$ cat config.mk
export PLATFORM = sky130hd
export DESIGN_NAME = camera_capture
export DESIGN_NICKNAME = d
export VERILOG_FILES = /design/src/rtl/camera_capture.sv
export SDC_FILE = /design/constraint.sdc
export NUM_CORES = 1
export LEC_CHECK = 0
export ABC_CLOCK_PERIOD_IN_PS = 2060
export CAP_MARGIN = 20
export CORE_AREA = 2 2 91 93
export CTS_CLUSTER_SIZE = 28
export DETAILED_ROUTE_END_ITERATION = 12
export DIE_AREA = 0 0 93 95
export RECOVER_POWER = 25
export SYNTH_ARGS = -nofsm -noshare
export SYNTH_HDL_FRONTEND = slang
export SYNTH_SLANG_ARGS = --single-unit
$ cat constraint.sdc
create_clock -name clk_camera -period 2.06 [get_ports clk_camera]
set_input_delay 0.206 -clock clk_camera [delete_from_list [all_inputs] [get_ports clk_camera]]
set_output_delay 0.206 -clock clk_camera [all_outputs]
set_load 0.005 [all_outputs]
$ cat src/rtl/camera_capture.sv
// camera_capture
//   Writer end of the camera-to-VGA framebuffer path. Takes the camera's
//   byte-serial stream (vsync / href / 8-bit data) in the clk_camera domain,
//   assembles RGB565 pixels (first byte [15:8], second byte [7:0]) and drives
//   the camera port of the shared video memory. Capture is frame-granular:
//   a frame is written only if capture_en was high when that frame started
//   (vsync leaving its active level).
//
// Parameters
//   H_ACTIVE   pixels per line written; columns >= H_ACTIVE are dropped
//   V_ACTIVE   lines per frame written; lines  >= V_ACTIVE are dropped
//   VSYNC_POL  active level of cam_vsync (1 = high during vertical blank)
//
// Ports
//   clk_camera      in   camera pixel clock (only clock)
//   rst_n           in   asynchronous active-low reset
//   capture_en      in   capture the next frame; sampled at frame start only
//   cam_vsync       in   camera vertical sync
//   cam_href        in   camera line-valid
//   cam_data[7:0]   in   camera byte
//   camera_hcount   out  column of the pixel being written
//   camera_vcount   out  line of the pixel being written
//   dout_camera     out  assembled pixel
//   mwe_camera      out  one-cycle framebuffer write strobe
//   camera_request  out  high while a frame is being captured
//   frame_done      out  one-cycle pulse when a captured frame ends
//
// Build option
//   CAMERA_TEST_PATTERN_EN  when defined, the pixel value is replaced by eight
//                           vertical colour bars selected by column[9:7];
//                           cam_data is then ignored.

module camera_capture #(
  parameter int H_ACTIVE  = 640,
  parameter int V_ACTIVE  = 480,
  parameter bit VSYNC_POL = 1'b1
) (
  input  logic        clk_camera,
  input  logic        rst_n,
  input  logic        capture_en,
  input  logic        cam_vsync,
  input  logic        cam_href,
  input  logic [7:0]  cam_data,
  output logic [9:0]  camera_hcount,
  output logic [9:0]  camera_vcount,
  output logic [15:0] dout_camera,
  output logic        mwe_camera,
  output logic        camera_request,
  output logic        frame_done
);

  typedef enum logic [1:0] {
    WAIT_SYNC = 2'd0,
    BLANK     = 2'd1,
    ACTIVE    = 2'd2,
    SKIP      = 2'd3
  } state_e;

  // 11-bit limits so H_ACTIVE/V_ACTIVE up to 1024 compare correctly
  localparam logic [10:0] H_LIM   = 11'(H_ACTIVE);
  localparam logic [10:0] V_LIM   = 11'(V_ACTIVE);
  localparam logic [9:0]  CNT_MAX = 10'd1023;

  state_e      state_q, state_d;
  logic        vs_q, vs_d;
  logic        href_q, href_d;
  logic        phase_q, phase_d;
  logic [9:0]  col_q, col_d;
  logic [9:0]  line_q, line_d;
  logic [7:0]  high_q, high_d;
  logic        mwe_q, mwe_d;
  logic [15:0] dout_q, dout_d;
  logic [9:0]  hcnt_q, hcnt_d;
  logic [9:0]  vcnt_q, vcnt_d;
  logic        done_q, done_d;

  logic        vs_s;
  logic        vs_rise_s;
  logic        vs_fall_s;
  logic        href_fall_s;
  logic        in_range_s;
  logic [15:0] pix_s;

  // Normalised vsync (1 = in vertical blank) and edge detection
  assign vs_s        = (cam_vsync == VSYNC_POL);
  assign vs_rise_s   = vs_s & ~vs_q;
  assign vs_fall_s   = ~vs_s & vs_q;
  assign href_fall_s = ~cam_href & href_q;
  assign in_range_s  = ({1'b0, col_q} < H_LIM) && ({1'b0, line_q} < V_LIM);

`ifdef CAMERA_TEST_PATTERN_EN
  // Colour-bar generator: eight bars, 128 columns each
  always_comb begin
    pix_s = 16'h0000;
    case (col_q[9:7])
      3'd0:    pix_s = 16'hFFFF;
      3'd1:    pix_s = 16'hFFE0;
      3'd2:    pix_s = 16'h07FF;
      3'd3:    pix_s = 16'h07E0;
      3'd4:    pix_s = 16'hF81F;
      3'd5:    pix_s = 16'hF800;
      3'd6:    pix_s = 16'h001F;
      3'd7:    pix_s = 16'h0000;
      default: pix_s = 16'h0000;
    endcase
  end
`else
  // Camera pixel: latched first byte plus the byte present this cycle
  always_comb begin
    pix_s = {high_q, cam_data};
  end
`endif

  // Next-state logic: frame FSM, byte assembly, counters and write strobe
  always_comb begin
    state_d = state_q;
    vs_d    = vs_s;
    href_d  = cam_href;
    phase_d = phase_q;
    col_d   = col_q;
    line_d  = line_q;
    high_d  = high_q;
    mwe_d   = 1'b0;
    dout_d  = dout_q;
    hcnt_d  = hcnt_q;
    vcnt_d  = vcnt_q;
    done_d  = 1'b0;

    case (state_q)
      WAIT_SYNC: begin
        // Only a full blank after reset guarantees we start on a frame boundary
        if (vs_rise_s) begin
          state_d = BLANK;
        end else begin
          state_d = WAIT_SYNC;
        end
      end

      BLANK: begin
        col_d   = 10'd0;
        line_d  = 10'd0;
        phase_d = 1'b0;
        if (vs_fall_s) begin
          state_d = capture_en ? ACTIVE : SKIP;
        end else begin
          state_d = BLANK;
        end
      end

      ACTIVE: begin
        if (vs_rise_s) begin
          // Frame end takes priority over a coincident end of line
          state_d = BLANK;
          done_d  = 1'b1;
        end else if (href_fall_s) begin
          // End of line: drop any dangling odd byte; empty lines do not advance
          phase_d = 1'b0;
          col_d   = 10'd0;
          if ((col_q != 10'd0) && (line_q != CNT_MAX)) begin
            line_d = line_q + 10'd1;
          end else begin
            line_d = line_q;
          end
        end else if (cam_href) begin
          if (!phase_q) begin
            high_d  = cam_data;
            phase_d = 1'b1;
          end else begin
            phase_d = 1'b0;
            if (in_range_s) begin
              mwe_d  = 1'b1;
              dout_d = pix_s;
              hcnt_d = col_q;
              vcnt_d = line_q;
            end else begin
              mwe_d  = 1'b0;
            end
            // Column advances for clipped pixels too, saturating at the top
            if (col_q != CNT_MAX) begin
              col_d = col_q + 10'd1;
            end else begin
              col_d = col_q;
            end
          end
        end else begin
          state_d = ACTIVE;
        end
      end

      SKIP: begin
        if (vs_rise_s) begin
          state_d = BLANK;
        end else begin
          state_d = SKIP;
        end
      end

      default: begin
        state_d = WAIT_SYNC;
      end
    endcase
  end

  // State and output registers
  always_ff @(posedge clk_camera or negedge rst_n) begin
    if (!rst_n) begin
      state_q <= WAIT_SYNC;
      vs_q    <= 1'b0;
      href_q  <= 1'b0;
      phase_q <= 1'b0;
      col_q   <= 10'd0;
      line_q  <= 10'd0;
      high_q  <= 8'd0;
      mwe_q   <= 1'b0;
      dout_q  <= 16'd0;
      hcnt_q  <= 10'd0;
      vcnt_q  <= 10'd0;
      done_q  <= 1'b0;
    end else begin
      state_q <= state_d;
      vs_q    <= vs_d;
      href_q  <= href_d;
      phase_q <= phase_d;
      col_q   <= col_d;
      line_q  <= line_d;
      high_q  <= high_d;
      mwe_q   <= mwe_d;
      dout_q  <= dout_d;
      hcnt_q  <= hcnt_d;
      vcnt_q  <= vcnt_d;
      done_q  <= done_d;
    end
  end

  assign camera_hcount  = hcnt_q;
  assign camera_vcount  = vcnt_q;
  assign dout_camera    = dout_q;
  assign mwe_camera     = mwe_q;
  assign frame_done     = done_q;
  assign camera_request = (state_q == ACTIVE);

endmodule

# Word-level counts from Yosys, hierarchy flattened
# Index checks and enable logic that the tools add are counted.
[word_totals]
elab_cells = 80
reg_bits = 71
inputBits = 13
output_inout_bits = 39
[classes]
n_lt_le_gt_ge = 2
add_sub_neg = 2
muxes = 31
n_eq_ne = 13
n_reduce_logical = 11
n_bitwise = 9
[op_table]
columns = ["cell", "count"]
rows = [
  ["10-bit 2-to-1 mux", 8],
  ["10-bit one-hot mux with 2 select lines", 2],
  ["10-bit by 1-bit adder with 10-bit output, second input constant", 2],
  ["10-bit inequality test, second input constant", 2],
  ["1-bit 2-to-1 mux", 14],
  ["10-bit less-than comparator, second input constant", 1],
  ["10-bit by 9-bit less-than comparator with 1-bit output, second input constant", 1],
  ["2-bit 2-to-1 mux", 5],
  ["5-bit AND reduction", 2],
  ["10-bit nonzero test", 1],
  ["2-bit one-hot mux with 4 select lines", 1],
  ["3-bit by 1-bit inequality test with 1-bit output, second input constant", 2],
  ["3-bit by 2-bit inequality test with 1-bit output, second input constant", 2],
  ["1-bit inverter", 6],
  ["6-bit AND reduction", 1],
  ["2-bit equality test, second input constant", 2],
  ["2-bit by 1-bit inequality test with 1-bit output, second input constant", 2],
  ["4-bit AND reduction", 1],
  ["1-bit AND", 3],
  ["3-bit inequality test, second input constant", 1],
  ["3-bit AND reduction", 1],
  ["2-bit by 1-bit equality test with 1-bit output, second input constant", 1],
  ["1-bit logical AND", 2],
  ["2-bit zero test", 1],
  ["other kinds (4)", 4],
]

# Longest topological paths before layout
# Gate-level depths: netlist of the first run.
[logic_depth]
word_depth = 8
ltp_mapped = 8
ltp_nobuf = 6

# Least setup slack after synthesis of the first run
# No wires, ideal clock.
[synth_path]
path_type = "flip-flop to flip-flop"
start = "register state_q[0]"
end = "register hcnt_q[0], in the netlist camera_hcount[0]"
synth_period_minus_slack_ps = 1845
required_time_ps = 1935
arrival_ps = 1721
stages_incl_launch_ff = 7
path_buffers = 1
setup_slack_ps = 215
setup_ps = 125
cell_sequence = "dfrtp_1 > nand2b_4 > inv_4 > nand3_4 > nor3_4 > buf_6 > mux2_2"
[synth_between]
elab_chain_cells = 2
[synth_rtl]
columns = ["element", "line", "text"]
rows = [
  ["start, declared", "64", "state_e state_q, state_d;"],
  ["start signal, assigned", "220", "state_q <= state_d;"],
  ["2-bit equality test", "--", ""],
  ["net camera_request", "48", "output logic camera_request,"],
  ["6-bit AND reduction (no line)", "--", ""],
  ["end signal, assigned", "229", "hcnt_q <= hcnt_d;"],
  ["end, declared", "73", "logic [9:0] hcnt_q, hcnt_d;"],
]
# The timed path passes the listed nets, and every way through them passes these cells.
# A chain may end at the register's enable or synchronous reset.

# Worst setup path in the final report of the first run
[layout_path]
start = "register state_q[1]"
end = "register hcnt_q[7], in the netlist camera_hcount[7]"
[layout_between]
elab_chain_cells = 2
[layout_rtl]
columns = ["element", "line", "text"]
rows = [
  ["2-bit equality test", "129", "case (state_q)"],
  ["6-bit AND reduction (no line)", "--", ""],
]
# Every way passes these cells.

==> results of run 1 <==
## layer usage
metal | track usage, % | up-vias | share of wire [%]
met2 | 23.4 | 51 | 46
li1 | - | 1066 | -
met4 | 5.39 | 0 | 1.6
met1 | 19.8 | 1083 | 48
met5 | 0 | - | 0
met3 | 4.15 | 9 | 4.1
## state kept, by name, summed over array words and instances (netlist names), 2 cells and up
| register | count |
|---|---|
| camera_vcount | 10 |
| dout_camera | 16 |
| col_q | 10 |
| line_q | 10 |
| camera_hcount | 10 |
| state_q | 2 |
| high_q | 8 |
## report_power, final
part           switching (mW)  total, mW  internal [mW]  leakage (nW)
logic                   0.287      0.813          0.526         0.721
clock network           0.501       1.17          0.672         0.105
registers               0.136       1.78           1.64         0.958
total                   0.924       3.76           2.84          1.78
## cell usage in the layout (no fill, tap or decap), types with 3 or more instances in the layout
cell             instances
ha_1                     3
buf_4                   10
dfrtp_1                 71
dlygate4sd3_1            3
buf_12                   3
nor3_1                   3
o21ai_0                 17
mux2_2                  42
nand4_1                  3
clkdlybuf4s50_1         48
clkbuf_8                 9
nand2b_1                 5
o31ai_1                  3
o22a_1                   5
a21oi_1                  3
nor2_1                  15
nor2b_1                  3
nand3_1                 16
nand2_1                 18
and3_1                   4
inv_1                    5
nand3b_1                 3
## logic make-up (layout without fill, tap and decap cells)
kind of cell | after synthesis | in the layout
and+or+nand+nor | 83 | 83
AOI/OAI and AO/OA | 39 | 39
adders and majority gates | 3 | 3
DFF | 71 | 71
buffers and inverters | 15 | 86
xor gates and xnor gates | 1 | 1
muxes | 44 | 44
## synthesized netlist by cell type, types with 2 or more instances
master | instances | area share, %
nor2b_1 | 3 | 0.60
nand3b_1 | 3 | 0.72
nand2b_1 | 5 | 0.99
nand2_1 | 18 | 2.1
nand3_1 | 16 | 2.5
and3_1 | 4 | 0.79
o22a_1 | 5 | 1.4
a41oi_1 | 2 | 0.56
inv_1 | 5 | 0.60
nor2_1 | 15 | 1.8
and4_1 | 2 | 0.56
o31ai_1 | 3 | 0.72
buf_6 | 3 | 1.1
nand4_1 | 3 | 0.60
dfrtp_1 | 71 | 56
clkbuf_1 | 3 | 0.36
a21oi_1 | 3 | 0.48
nor3_1 | 3 | 0.48
o21ai_0 | 17 | 2.7
mux2_2 | 42 | 15
ha_1 | 3 | 1.2
nor4_1 | 2 | 0.40
buf_2 | 2 | 0.32
o311ai_0 | 2 | 0.56
## final timing paths
path	from	to	slack, ns	cells past startpoint
worst max-delay path	state_q[1]$_DFFE_PN0P_	camera_hcount[7]$_DFFE_PN0P_	0.20	6
worst min-delay path	high_q[1]$_DFFE_PN0P_	dout_camera[9]$_DFFE_PN0P_	0.50	1
worst max register to register	state_q[1]$_DFFE_PN0P_	camera_hcount[7]$_DFFE_PN0P_	0.20	6
worst min register to register	high_q[1]$_DFFE_PN0P_	dout_camera[9]$_DFFE_PN0P_	0.50	1
max in group asynchronous	rst_n	line_q[1]$_DFFE_PN0P_	0.41	3
min in group asynchronous	rst_n	camera_hcount[1]$_DFFE_PN0P_	0.73	2
## cell type report
type	instances	area (um^2)
multi-input combinational	170	1280
clock buffer	9	124
tap	105	131
inverter	6	25.0
sequential	71	1780
fill	712	3850
timing repair buffer	65	649
clock inverter	6	86.3
## critical path, delay by kind of cell, from the launching register on
kind,cells,cell delay (ns)
and+or+nand+nor,3,0.50
muxes,1,0.35
DFF,1,0.50
buffers and inverters,2,0.39
## timing repair
| item | 4_1_cts | 5_1_grt |
|---|---|---|
| hold endpoints to repair | 22 | 0 |
| hold buffers | 1 | 0 |
| setup buffers | 0 | 0 |
==> results.md, run 1 <==
* Drt wl/cell at 13.9 um
* Syn Nets at 272
* Seq/Total Area, Yosys at 56.4%
* Vias per cell at ~5.1
* Nets@finish at 339
* Die Ht at approximately 95 um
* Largest net degree at the start of global routing at 33
* Vias in the first global route at 2122
* Detailed Place HPWL at 4.29 mm
* Simple-Gate Fraction of Synth Area at 14.4%
* Via Count at 2209
* Final period demand of the worst path at 1.86 ns
* Required @ worst endpoint at between 2 and 2.5 ns
* CTS Buf Count at 9
* Clock-pin transition on the worst setup and hold timing paths at roughly 0.08 ns
* Gr usage total at 14.9%
* Slowest CP cell: dfrtp_1
* Max-Cap Viols at 0
* DRT Pass-1 Iters at 4
* I/O Buffers at about 50
* Fin Clk Skew at 0.0115 ns
* Detail Route Antenna Nets at 0
* Final number of setup-violating endpoints at 0
* Fin Hold WS at 0.496 ns
* Antenna diodes at 0
* Mux cell area share after synthesis at 15.7%
* Placed insts at 416
* Setup TNS at 0 ns
* Crit path DAT at 2.08 ns
* Total Power at approximately 3.8 mW
* Endpoint type of the worst setup path: register
* Die ar. at just under 0.009 mm^2
* Hold Path Class: register to register
* Initial antenna violation count at 0
* DR iter-0 viols at about 110
* Distinct cell type count after synthesis at 45
* XOR/XNOR share of the synthesized area at 0.278%
* Setup crit start kind: register
* Later-pin clock latency in the skew report at 0.34 ns
* Main flop type after synthesis: dfrtp_1
* PwrDens at 923 mW/mm^2
* H-tree Lvls at 3
* CTS root buffer: clkbuf_8
* Fin crit share at between 90% and 100%
* PostCTS Resize Cnt at 0
* Ys async rst share at 100%
* Worst-case clock buffer depth at 2
* Io pins at 52
* Final Instance Area at 0.00408 mm^2
* Starting density of the core at 39.7%
* Gate count of the mapped netlist at 256
* Compound-Gate Fraction of Synth Area at 9.22%
* Layout cell share with drive strength beyond 1 at about a quarter
* RSZ-0062 raised after global routing: false
* Final hold violation count at 0
* Final Slew Violations at 0
* Grt ovf at 0
* Area grow syn2layout at 29.5%
* P_leak at 1.78 nW
* DRC at 0
* WS Path Type: register to register
* CP max FO at 32
* Core Area at between 0.007 and 0.008 mm^2
* Syn avg cell area at approximately 12 um^2
* Yosys warning total at 0
* Worst-Margin Slew at 1.41 ns
* Final core utilization at 51.4%
* Clock sinks at 71
* Relative slew slack at 6.00%
* WL final at 6.02 mm
* Worst path cell trace: nand2b_4 > inv_4 > nand3_4 > nor3_4 > buf_12 > mux2_2
* Largest family of logic cells by synthesized area: multiplexers
* Final cell count without fillers at between 400 and 500
* Seq cells post-synth at between 70 and 80
* Std-Cell Rows at 33
* Post-synthesis adder-cell area fraction at 1.19%
* Die width at 93 um
* RePlAce Congestion at ~0.83
* Max IR drop VDD at 416 uV
* Placed inst area at 0.00386 mm^2
* Critical Path Max Stage Delay at approximately 0.50 ns
* Mapped cell area at roughly 0.0031 mm^2
* Final setup margin at 0.198 ns
* First-pass GRT wire length at 10.2 mm
* Number of synthesized flops with an enable pin at 0
* Status: finished clean
* CTS tree: yes
* Max frequency at 537 MHz
* Setup WS pre-CTS at 0.0491 ns
Note: power is estimated with default switching activity, not from simulation.
==> inputs of run 2 (changes only) <==
- SLEW_MARGIN: unset -> 15
==> results of run 2 <==
No change in the layout: final DEF, timing and power equal those of run 1.
